File: config.mk
export PLATFORM = sky130hd
export DESIGN_NAME = imem_boot_loader
export DESIGN_NICKNAME = d
export VERILOG_FILES = /design/src/rtl/imem_boot_loader.sv
export SDC_FILE = /design/constraint.sdc
export NUM_CORES = 1
export LEC_CHECK = 0
export CAP_MARGIN = 0
export CORE_MARGIN = 2
export CORE_UTILIZATION = 27
export CTS_BUF_LIST = sky130_fd_sc_hd__clkbuf_16
export DETAILED_ROUTE_END_ITERATION = 12
export HOLD_SLACK_MARGIN = 0.02
export PLACE_DENSITY = 0.42
export SYNTH_ARGS = -nofsm -noshare
export SYNTH_HDL_FRONTEND = slang
export SYNTH_SLANG_ARGS = --single-unit
File: constraint.sdc
create_clock -name clk -period 4.4 [get_ports clk]
set_input_delay 0.66 -clock clk [delete_from_list [all_inputs] [get_ports clk]]
set_output_delay 0.66 -clock clk [all_outputs]
set_load 0.03 [all_outputs]
File: src/rtl/imem_boot_loader.sv
// imem_boot_loader: receives a framed byte stream (2-byte little-endian word
// count, payload, 1-byte XOR checksum), packs the payload into little-endian
// 32-bit words and writes them sequentially into instruction memory. The
// pipeline core is held in reset until a complete, checksum-verified image
// has been loaded. A start pulse in DONE or ERROR begins a fresh load.
module imem_boot_loader #(
   parameter int ADDR_WIDTH = 10,
   parameter int MAX_WORDS  = 1024
) (
   input  logic                  clk,
   input  logic                  rst,
   input  logic                  byte_valid,
   input  logic [7:0]            byte_data,
   output logic                  byte_ready,
   input  logic                  start,
   output logic                  imem_we,
   output logic [ADDR_WIDTH-1:0] imem_addr,
   output logic [31:0]           imem_wdata,
   output logic                  core_rst,
   output logic                  done,
   output logic                  error,
   output logic [15:0]           word_count
);

   // Size limit widened by one bit so a 16-bit length can never wrap in the compare
   localparam logic [16:0] MAX_W = 17'(MAX_WORDS);

   typedef enum logic [2:0] {
      ST_LEN0  = 3'd0,
      ST_LEN1  = 3'd1,
      ST_DATA  = 3'd2,
      ST_CSUM  = 3'd3,
      ST_DONE  = 3'd4,
      ST_ERROR = 3'd5
   } state_e;

   state_e                  state_q,      state_d;
   logic [1:0]              byte_idx_q,   byte_idx_d;
   logic [15:0]             word_idx_q,   word_idx_d;
   logic [7:0]              csum_q,       csum_d;
   logic [23:0]             asm_q,        asm_d;
   logic                    imem_we_q,    imem_we_d;
   logic [ADDR_WIDTH-1:0]   imem_addr_q,  imem_addr_d;
   logic [31:0]             imem_wdata_q, imem_wdata_d;
   logic [15:0]             word_count_q, word_count_d;
   logic                    done_q,       done_d;
   logic                    error_q,      error_d;
   logic                    core_rst_q,   core_rst_d;
   logic                    byte_ready_q, byte_ready_d;

   logic                    accept_s;
   logic [15:0]             len_s;

   assign accept_s = byte_valid & byte_ready_q;
   // Full length as it becomes known on the second header byte
   assign len_s    = {byte_data, word_count_q[7:0]};

   // Next-state and next-output computation for the loader FSM
   always_comb begin
      state_d      = state_q;
      byte_idx_d   = byte_idx_q;
      word_idx_d   = word_idx_q;
      csum_d       = csum_q;
      asm_d        = asm_q;
      imem_we_d    = 1'b0;
      imem_addr_d  = imem_addr_q;
      imem_wdata_d = imem_wdata_q;
      word_count_d = word_count_q;
      done_d       = done_q;
      error_d      = error_q;
      core_rst_d   = core_rst_q;
      byte_ready_d = byte_ready_q;

      case (state_q)
         ST_LEN0: begin
            if (accept_s) begin
               word_count_d[7:0] = byte_data;
               state_d           = ST_LEN1;
            end else begin
               state_d = ST_LEN0;
            end
         end

         ST_LEN1: begin
            if (accept_s) begin
               word_count_d = len_s;
               if (len_s == 16'd0) begin
                  state_d = ST_CSUM;
               end else if ({1'b0, len_s} > MAX_W) begin
                  state_d      = ST_ERROR;
                  error_d      = 1'b1;
                  core_rst_d   = 1'b1;
                  byte_ready_d = 1'b0;
               end else begin
                  state_d = ST_DATA;
               end
            end else begin
               state_d = ST_LEN1;
            end
         end

         ST_DATA: begin
            if (accept_s) begin
               csum_d     = csum_q ^ byte_data;
               byte_idx_d = byte_idx_q + 2'd1;
               case (byte_idx_q)
                  2'd0: asm_d[7:0]   = byte_data;
                  2'd1: asm_d[15:8]  = byte_data;
                  2'd2: asm_d[23:16] = byte_data;
                  default: begin
                     // Fourth byte completes the word: register the write
                     imem_we_d    = 1'b1;
                     imem_wdata_d = {byte_data, asm_q};
                     imem_addr_d  = word_idx_q[ADDR_WIDTH-1:0];
                     word_idx_d   = word_idx_q + 16'd1;
                     if (word_idx_q == (word_count_q - 16'd1)) begin
                        state_d = ST_CSUM;
                     end else begin
                        state_d = ST_DATA;
                     end
                  end
               endcase
            end else begin
               state_d = ST_DATA;
            end
         end

         ST_CSUM: begin
            if (accept_s) begin
               byte_ready_d = 1'b0;
               if (byte_data == csum_q) begin
                  state_d    = ST_DONE;
                  done_d     = 1'b1;
                  core_rst_d = 1'b0;
               end else begin
                  state_d    = ST_ERROR;
                  error_d    = 1'b1;
                  core_rst_d = 1'b1;
               end
            end else begin
               state_d = ST_CSUM;
            end
         end

         ST_DONE, ST_ERROR: begin
            if (start) begin
               // Fresh load; instruction memory contents are left intact
               state_d      = ST_LEN0;
               core_rst_d   = 1'b1;
               done_d       = 1'b0;
               error_d      = 1'b0;
               byte_idx_d   = 2'd0;
               word_idx_d   = 16'd0;
               csum_d       = 8'd0;
               asm_d        = 24'd0;
               byte_ready_d = 1'b1;
            end else begin
               state_d = state_q;
            end
         end

         default: begin
            // Unreachable encoding: park safely with the core held in reset
            state_d      = ST_ERROR;
            error_d      = 1'b1;
            done_d       = 1'b0;
            core_rst_d   = 1'b1;
            byte_ready_d = 1'b0;
         end
      endcase
   end

   // State and output registers; async reset discards any partial word
   always_ff @(posedge clk or posedge rst) begin
      if (rst) begin
         state_q      <= ST_LEN0;
         byte_idx_q   <= 2'd0;
         word_idx_q   <= 16'd0;
         csum_q       <= 8'd0;
         asm_q        <= 24'd0;
         imem_we_q    <= 1'b0;
         imem_addr_q  <= '0;
         imem_wdata_q <= 32'd0;
         word_count_q <= 16'd0;
         done_q       <= 1'b0;
         error_q      <= 1'b0;
         core_rst_q   <= 1'b1;
         byte_ready_q <= 1'b1;
      end else begin
         state_q      <= state_d;
         byte_idx_q   <= byte_idx_d;
         word_idx_q   <= word_idx_d;
         csum_q       <= csum_d;
         asm_q        <= asm_d;
         imem_we_q    <= imem_we_d;
         imem_addr_q  <= imem_addr_d;
         imem_wdata_q <= imem_wdata_d;
         word_count_q <= word_count_d;
         done_q       <= done_d;
         error_q      <= error_d;
         core_rst_q   <= core_rst_d;
         byte_ready_q <= byte_ready_d;
      end
   end

   assign byte_ready = byte_ready_q;
   assign imem_we    = imem_we_q;
   assign imem_addr  = imem_addr_q;
   assign imem_wdata = imem_wdata_q;
   assign core_rst   = core_rst_q;
   assign done       = done_q;
   assign error      = error_q;
   assign word_count = word_count_q;

endmodule

==> results of run 1 <==
-- sequential cells by signal, indices dropped and copies added (netlist names), 2 cells and up --
name        cells
asm_q          24
word_count     16
state_q         3
imem_wdata     32
imem_addr      10
byte_idx_q      2
word_idx_q     16
csum_q          8
-- where the power goes --
group,internal [mW],total [mW],switching [mW]
clock,0.882,1.40,0.513
sequential,1.07,1.07,0.000462
combinational,0.0171,0.0621,0.0449
-- cell type report --
class	count	area, µm²
Fill cell	2086	13100
Sequential cell	116	2910
Multi-Input combinational cell	443	2440
Timing Repair Buffer	84	816
Clock buffer	17	425
Tap cell	270	338
Clock inverter	14	163
Inverter	13	51.3
-- stage by stage --
| stage | hold slack, ns | power (mW) | cells |
|---|---|---|---|
| final | 0.469 | 2.53 | 957 |
| after detailed placement | 0.452 | 1.15 | 926 |
| after global routing | 0.494 | 2.62 | 957 |
| after global placement | 0.458 | 1.15 | 926 |
| after floorplan | 0.439 | 1.12 | 611 |
| after CTS | 0.477 | 2.56 | 957 |
-- critical path, stage by stage --
cell and delay (ns):
clkdlybuf4s50_1 0.47, nand2_1 0.14, nor3_2 0.18, buf_4 0.21, nand2_2 0.08, inv_2 0.22
o2111ai_1 0.42, nor4_2 0.41, xnor2_1 0.16, nor2_1 0.05
-- metal layers --
layer | routed length (µm) | part of all wire | GRT usage | vias up
met5 | 0 | 0 | 0 | -
met4 | 129 | 0.0083 | 0.0313 | 0
met3 | 638 | 0.041 | 0.0417 | 8
met2 | 7200 | 0.46 | 0.241 | 94
met1 | 7590 | 0.49 | 0.203 | 2202
li1 | - | - | - | 2157
-- cell families after synthesis --
logic type               count (synthesis)
AO/OA/AOI/OAI                           97
multiplexers                            14
buffers and inverters                   52
XOR/XNOR                                38
adder cells (fa/ha/maj)                  7
flip-flops                             116
AND/OR/NAND/NOR                        287
-- cell usage in the layout, fill, tap and decap left out, types with 11 or more instances in the layout --
master           Yosys  layout
mux2_2              11      11
xnor2_1             22      22
clkdlybuf4s50_1      0      74
inv_1               11      11
clkbuf_16            0      17
o21ai_0             56      56
nor2_1              27      27
nand2_1            208     207
dfrtp_1            114     114
xor2_1              16      16
-- cell usage after synthesis (all sizes together) (2+ instances only) --
cell     number  area (µm²)
nor4          4        61.3
o2111ai       2        17.5
nand2b        3        18.8
dfrtp       114        2850
nor3          6        35.0
a211oi        2        15.0
nand3b        3        22.5
a21oi        10        50.1
nor2         27         101
and2          4        25.0
o211ai        4        30.0
o21ai        58         290
nor2b         4        25.0
nand4         8        50.1
ha            7        87.6
a32oi         2        17.5
nor3b         3        45.1
buf           8        51.3
o31ai         3        22.5
clkbuf       31         116
a31oi         2        12.5
nand3         6        30.0
xnor2        22         193
xor2         16         140
a41oi         2        17.5
or3           5        31.3
inv          13        48.8
mux2         14         158
nand2       208         781
o311ai        2        17.5
dfstp         2        52.6
-- how the worst min path moves through the flow --
stage | slack [ns] | startpoint | depth (start not counted) | to
after floorplan | 0.44 | asm_q[0] | 2 | imem_wdata[0]
after global placement | 0.46 | asm_q[2] | 2 | imem_wdata[2]
after detailed placement | 0.45 | asm_q[9] | 2 | imem_wdata[9]
after CTS | 0.48 | asm_q[15] | 2 | imem_wdata[15]
after global routing | 0.49 | imem_addr[5] | 2 | imem_addr[5]
final | 0.47 | imem_wdata[3] | 2 | imem_wdata[3]
==> impl_metrics.ini, run 1 <==
[sta]
rsz0062_at_grt = no
setup_tns_ns = 0
slew_viol_final = 0
finalSetupViolCount = 0
fin_crit_ns = 2.73
timing.slew.headroom = 0.352
tightestPinTransition_ns = 0.971
fin_ws_ns = 1.67
fin_crit_sh = 0.621
hold_viol = 0
fmax_mhz = 366
finClkSkew_ns = 0.0122

[final_layout]
fin_nets = 694
design_area_mm2 = 0.00714
utilization = 0.353
diodes = 0
syn_to_final_growth_pct = 28.4
drive_gt1_frac = 0.0932

[clocking]
post_cts_buffers = 0
clk_pin_slew_ns = 0.06
htreeDepth = 4
clk_path_buf_depth = 2
cts_tree = done
hold_buffers = 0
clock-sinks = 116
clkLatencyLatePin_ns = 0.41
numCtsBuffers = 17
clockRootBuffer = clkbuf_16
ctsResizeCount = 0

[logic_synthesis]
synthSimpleGateAreaFrac = 0.229
synth_top_family_by_area = simple AND/OR/NAND/NOR gates
ys_ff_latch = 116
yosys_warnings = 0
ys_types = 56
synth_xor_area_frac = 0.0598
synth_compound_area_frac = 0.106
syn_area_per_cell_um2 = 9.11
synth_cells = 611
syn_nets = 630
synthesis.area_mm2 = 0.00556
synth_mux_area_frac = 0.0283
ys.flop_type = dfrtp_1
synth_edf_count = 0
ys_seq_area_frac = 0.522
synthAdderAreaFrac = 0.0157
async_flop_share = 1.00

[setup_path]
startpoint_type = input pin
cp.arrival_ns = 3.02
crit_required_ns = 4.69
r2r_end = word_idx_q[15]
reg2reg_slack_ns = 1.80
rr_startpoint = byte_ready
path_max_fanout = 15
worstSetupEndpoint = word_idx_q[15]
cp-startpoint = byte_valid
ff2ff_path_depth = 9
end_kind = flip-flop
path_class = input pin to flip-flop

[floorplan]
core_mm2 = 0.0202
start_util = 0.275
io_pins = 75
row_count = 52
die_x_um = 148
fp.dieH_um = 148
die_area_mm2 = 0.0218

[placement]
gp_congestion = 0.805
dp.final_hpwl_um = 10600
dpl-instance-area_mm2 = 0.00656
io_buffers = 74
dp_slack_ns = 1.25

[detailed_routing]
drtIter0Drc = 238
routed_wl_um = 15600
vias = 4461
routedWlPerCell_um = 16.3
ant_nets = 0
vias_per_cell = 4.66
dr.pass1.iters = 4
drc_errors = 0

[worst_hold_path]
holdCritPathClass = flip-flop to flip-flop

[global_route]
grt_max_degree = 76
grt_use_total = 0.150
grt_pass1_wl_um = 25500
grt_antenna_before_repair = 1
grt_overflow_total = 0
grt_pass1_vias = 4611

[run]
cap_violations = 0

[power]
vdd_drop_max_mv = 0.212
power_density_mw_per_mm2 = 354
leakagePower_nw = 3.23

[run_status]
status = complete, no violations
Power figures use the tool's default switching activity.
==> inputs of run 2 (changes only) <==
==> constraint.sdc (replaced) <==
create_clock -name clk -period 2.55 [get_ports clk]
set_input_delay 0.3825 -clock clk [delete_from_list [all_inputs] [get_ports clk]]
set_output_delay 0.3825 -clock clk [all_outputs]
set_load 0.03 [all_outputs]
==> impl_metrics.ini, run 2 (synthesis results as in run 1) <==
[global_route]
grt_pass1_vias = 4688
grt_max_degree = 64
grt_pass1_wl_um = 25300
grt_overflow_total = 0
grt_use_total = 0.150
grt_antenna_before_repair = 0

[floorplan]
core_mm2 = 0.0202
die_area_mm2 = 0.0218
start_util = 0.275
io_pins = 75
fp.dieH_um = 148
row_count = 52
die_x_um = 148

[final_layout]
fin_nets = 710
utilization = 0.358
drive_gt1_frac = 0.114
diodes = 0
syn_to_final_growth_pct = 30.2
largest_register_ffs = 32
design_area_mm2 = 0.00724
final_cell_mix = nand2_1, dfrtp_1, clkdlybuf4s50_1
stdcell_count = 974
final_common_cell = nand2_1

[power]
power_density_mw_per_mm2 = 577
leakagePower_nw = 3.30
vdd_drop_max_mv = 0.381
intPower_mw = 3.21
pwr-share-comb = 0.029
clock_power_share = 0.530
p_sw_uw = 973
seq_power_share = 0.441
switching_share = 0.233

[setup_path]
end_kind = flip-flop
startpoint_type = flip-flop
cp.arrival_ns = 2.72
path_class = flip-flop to flip-flop
path_max_fanout = 8
ff2ff_path_depth = 7
rr_startpoint = word_count[0]
r2r_end = state_q[0]
reg2reg_slack_ns = 0.14
crit_required_ns = 2.86

[clocking]
post_cts_buffers = 0
htreeDepth = 4
clk_pin_slew_ns = 0.06
clockRootBuffer = clkbuf_16
cts_tree = done
clock-sinks = 116
clkLatencyLatePin_ns = 0.42
ctsResizeCount = 0
clk_path_buf_depth = 2
hold_buffers = 0
numCtsBuffers = 17

[worst_hold_path]
holdCritPathClass = input pin to asynchronous set/reset pin

[sta]
tightestPinTransition_ns = 0.554
hold_viol = 0
fmax_mhz = 416
fin_crit_sh = 0.944
fin_ws_ns = 0.144
setup_tns_ns = 0
rsz0062_at_grt = no
finClkSkew_ns = 0.00963
slew_viol_final = 0
fin_crit_ns = 2.41
timing.slew.headroom = 0.631
finalSetupViolCount = 0

[detailed_routing]
drc_errors = 0
dr_wl_met3_um = 687
wl_met2_um = 7210
ant_nets = 0
dr.pass1.iters = 5
maxUsedRoutingLayer = met4
drt-met1-wl_um = 7410
drtIter0Drc = 214
routedWlPerCell_um = 15.8
vias_per_cell = 4.59
vias = 4473
routed_wl_um = 15400

[run_status]
status = complete, no violations

[run]
cap_violations = 0

[placement]
dp.final_hpwl_um = 10700
gp_congestion = 0.796
dp_slack_ns = 0.0241
io_buffers = 74
placed_cells = 942
dpl-instance-area_mm2 = 0.00670
## run 2: critical path, stage by stage, from the launching register on
cell      delay (ns)
dfrtp_1         0.47
inv_1           0.12
ha_1            0.20
nor3b_4         0.36
and2_1          0.25
nand3_1         0.10
a2111o_1        0.45
o41ai_2         0.34
## run 2: area by class of cell
| class | instances | area, µm² |
|---|---|---|
| inverters | 13 | 52.6 |
| clock buffers | 17 | 425 |
| multi-input cells | 443 | 2440 |
| clock inverters | 15 | 118 |
| flip-flops and latches | 116 | 2910 |
| repair buffers | 100 | 961 |
| fillers | 2026 | 13000 |
| well taps | 270 | 338 |
## run 2: metal layers
metal	up-vias	global-route usage
met3	8	0.0395
met1	2195	0.199
met4	0	0.0543
met5	-	0
met2	86	0.236
li1	2184	-
## run 2: stage by stage
step	hold WS, ns	power [mW]
final	0.238	4.18
after global routing	0.256	4.34
after CTS	0.226	4.25
after detailed placement	0.461	2.00
after global placement	0.458	2.00
after floorplan	0.439	1.93
## run 2: how the worst max path moves through the flow
stage / from / to / slack, ns / cells after the start
floorplan: word_count[0] / state_q[0] / 0.21 / 8
global placement: byte_data[3] / state_q[0] / 0.03 / 6
detailed placement: byte_data[3] / state_q[0] / 0.02 / 6
CTS: word_count[0] / state_q[0] / 0.14 / 7
global route: word_count[0] / state_q[0] / 0.01 / 8
finish: word_count[0] / state_q[0] / 0.14 / 7
## run 2: power groups by stage
stage	Sequential (mW)	Clock [mW]	Combinational [mW]
floorplan	1.88	0	0.0571
global placement	1.88	0	0.126
detailed placement	1.88	0	0.128
CTS	1.84	2.28	0.128
global route	1.84	2.36	0.137
finish	1.84	2.22	0.123
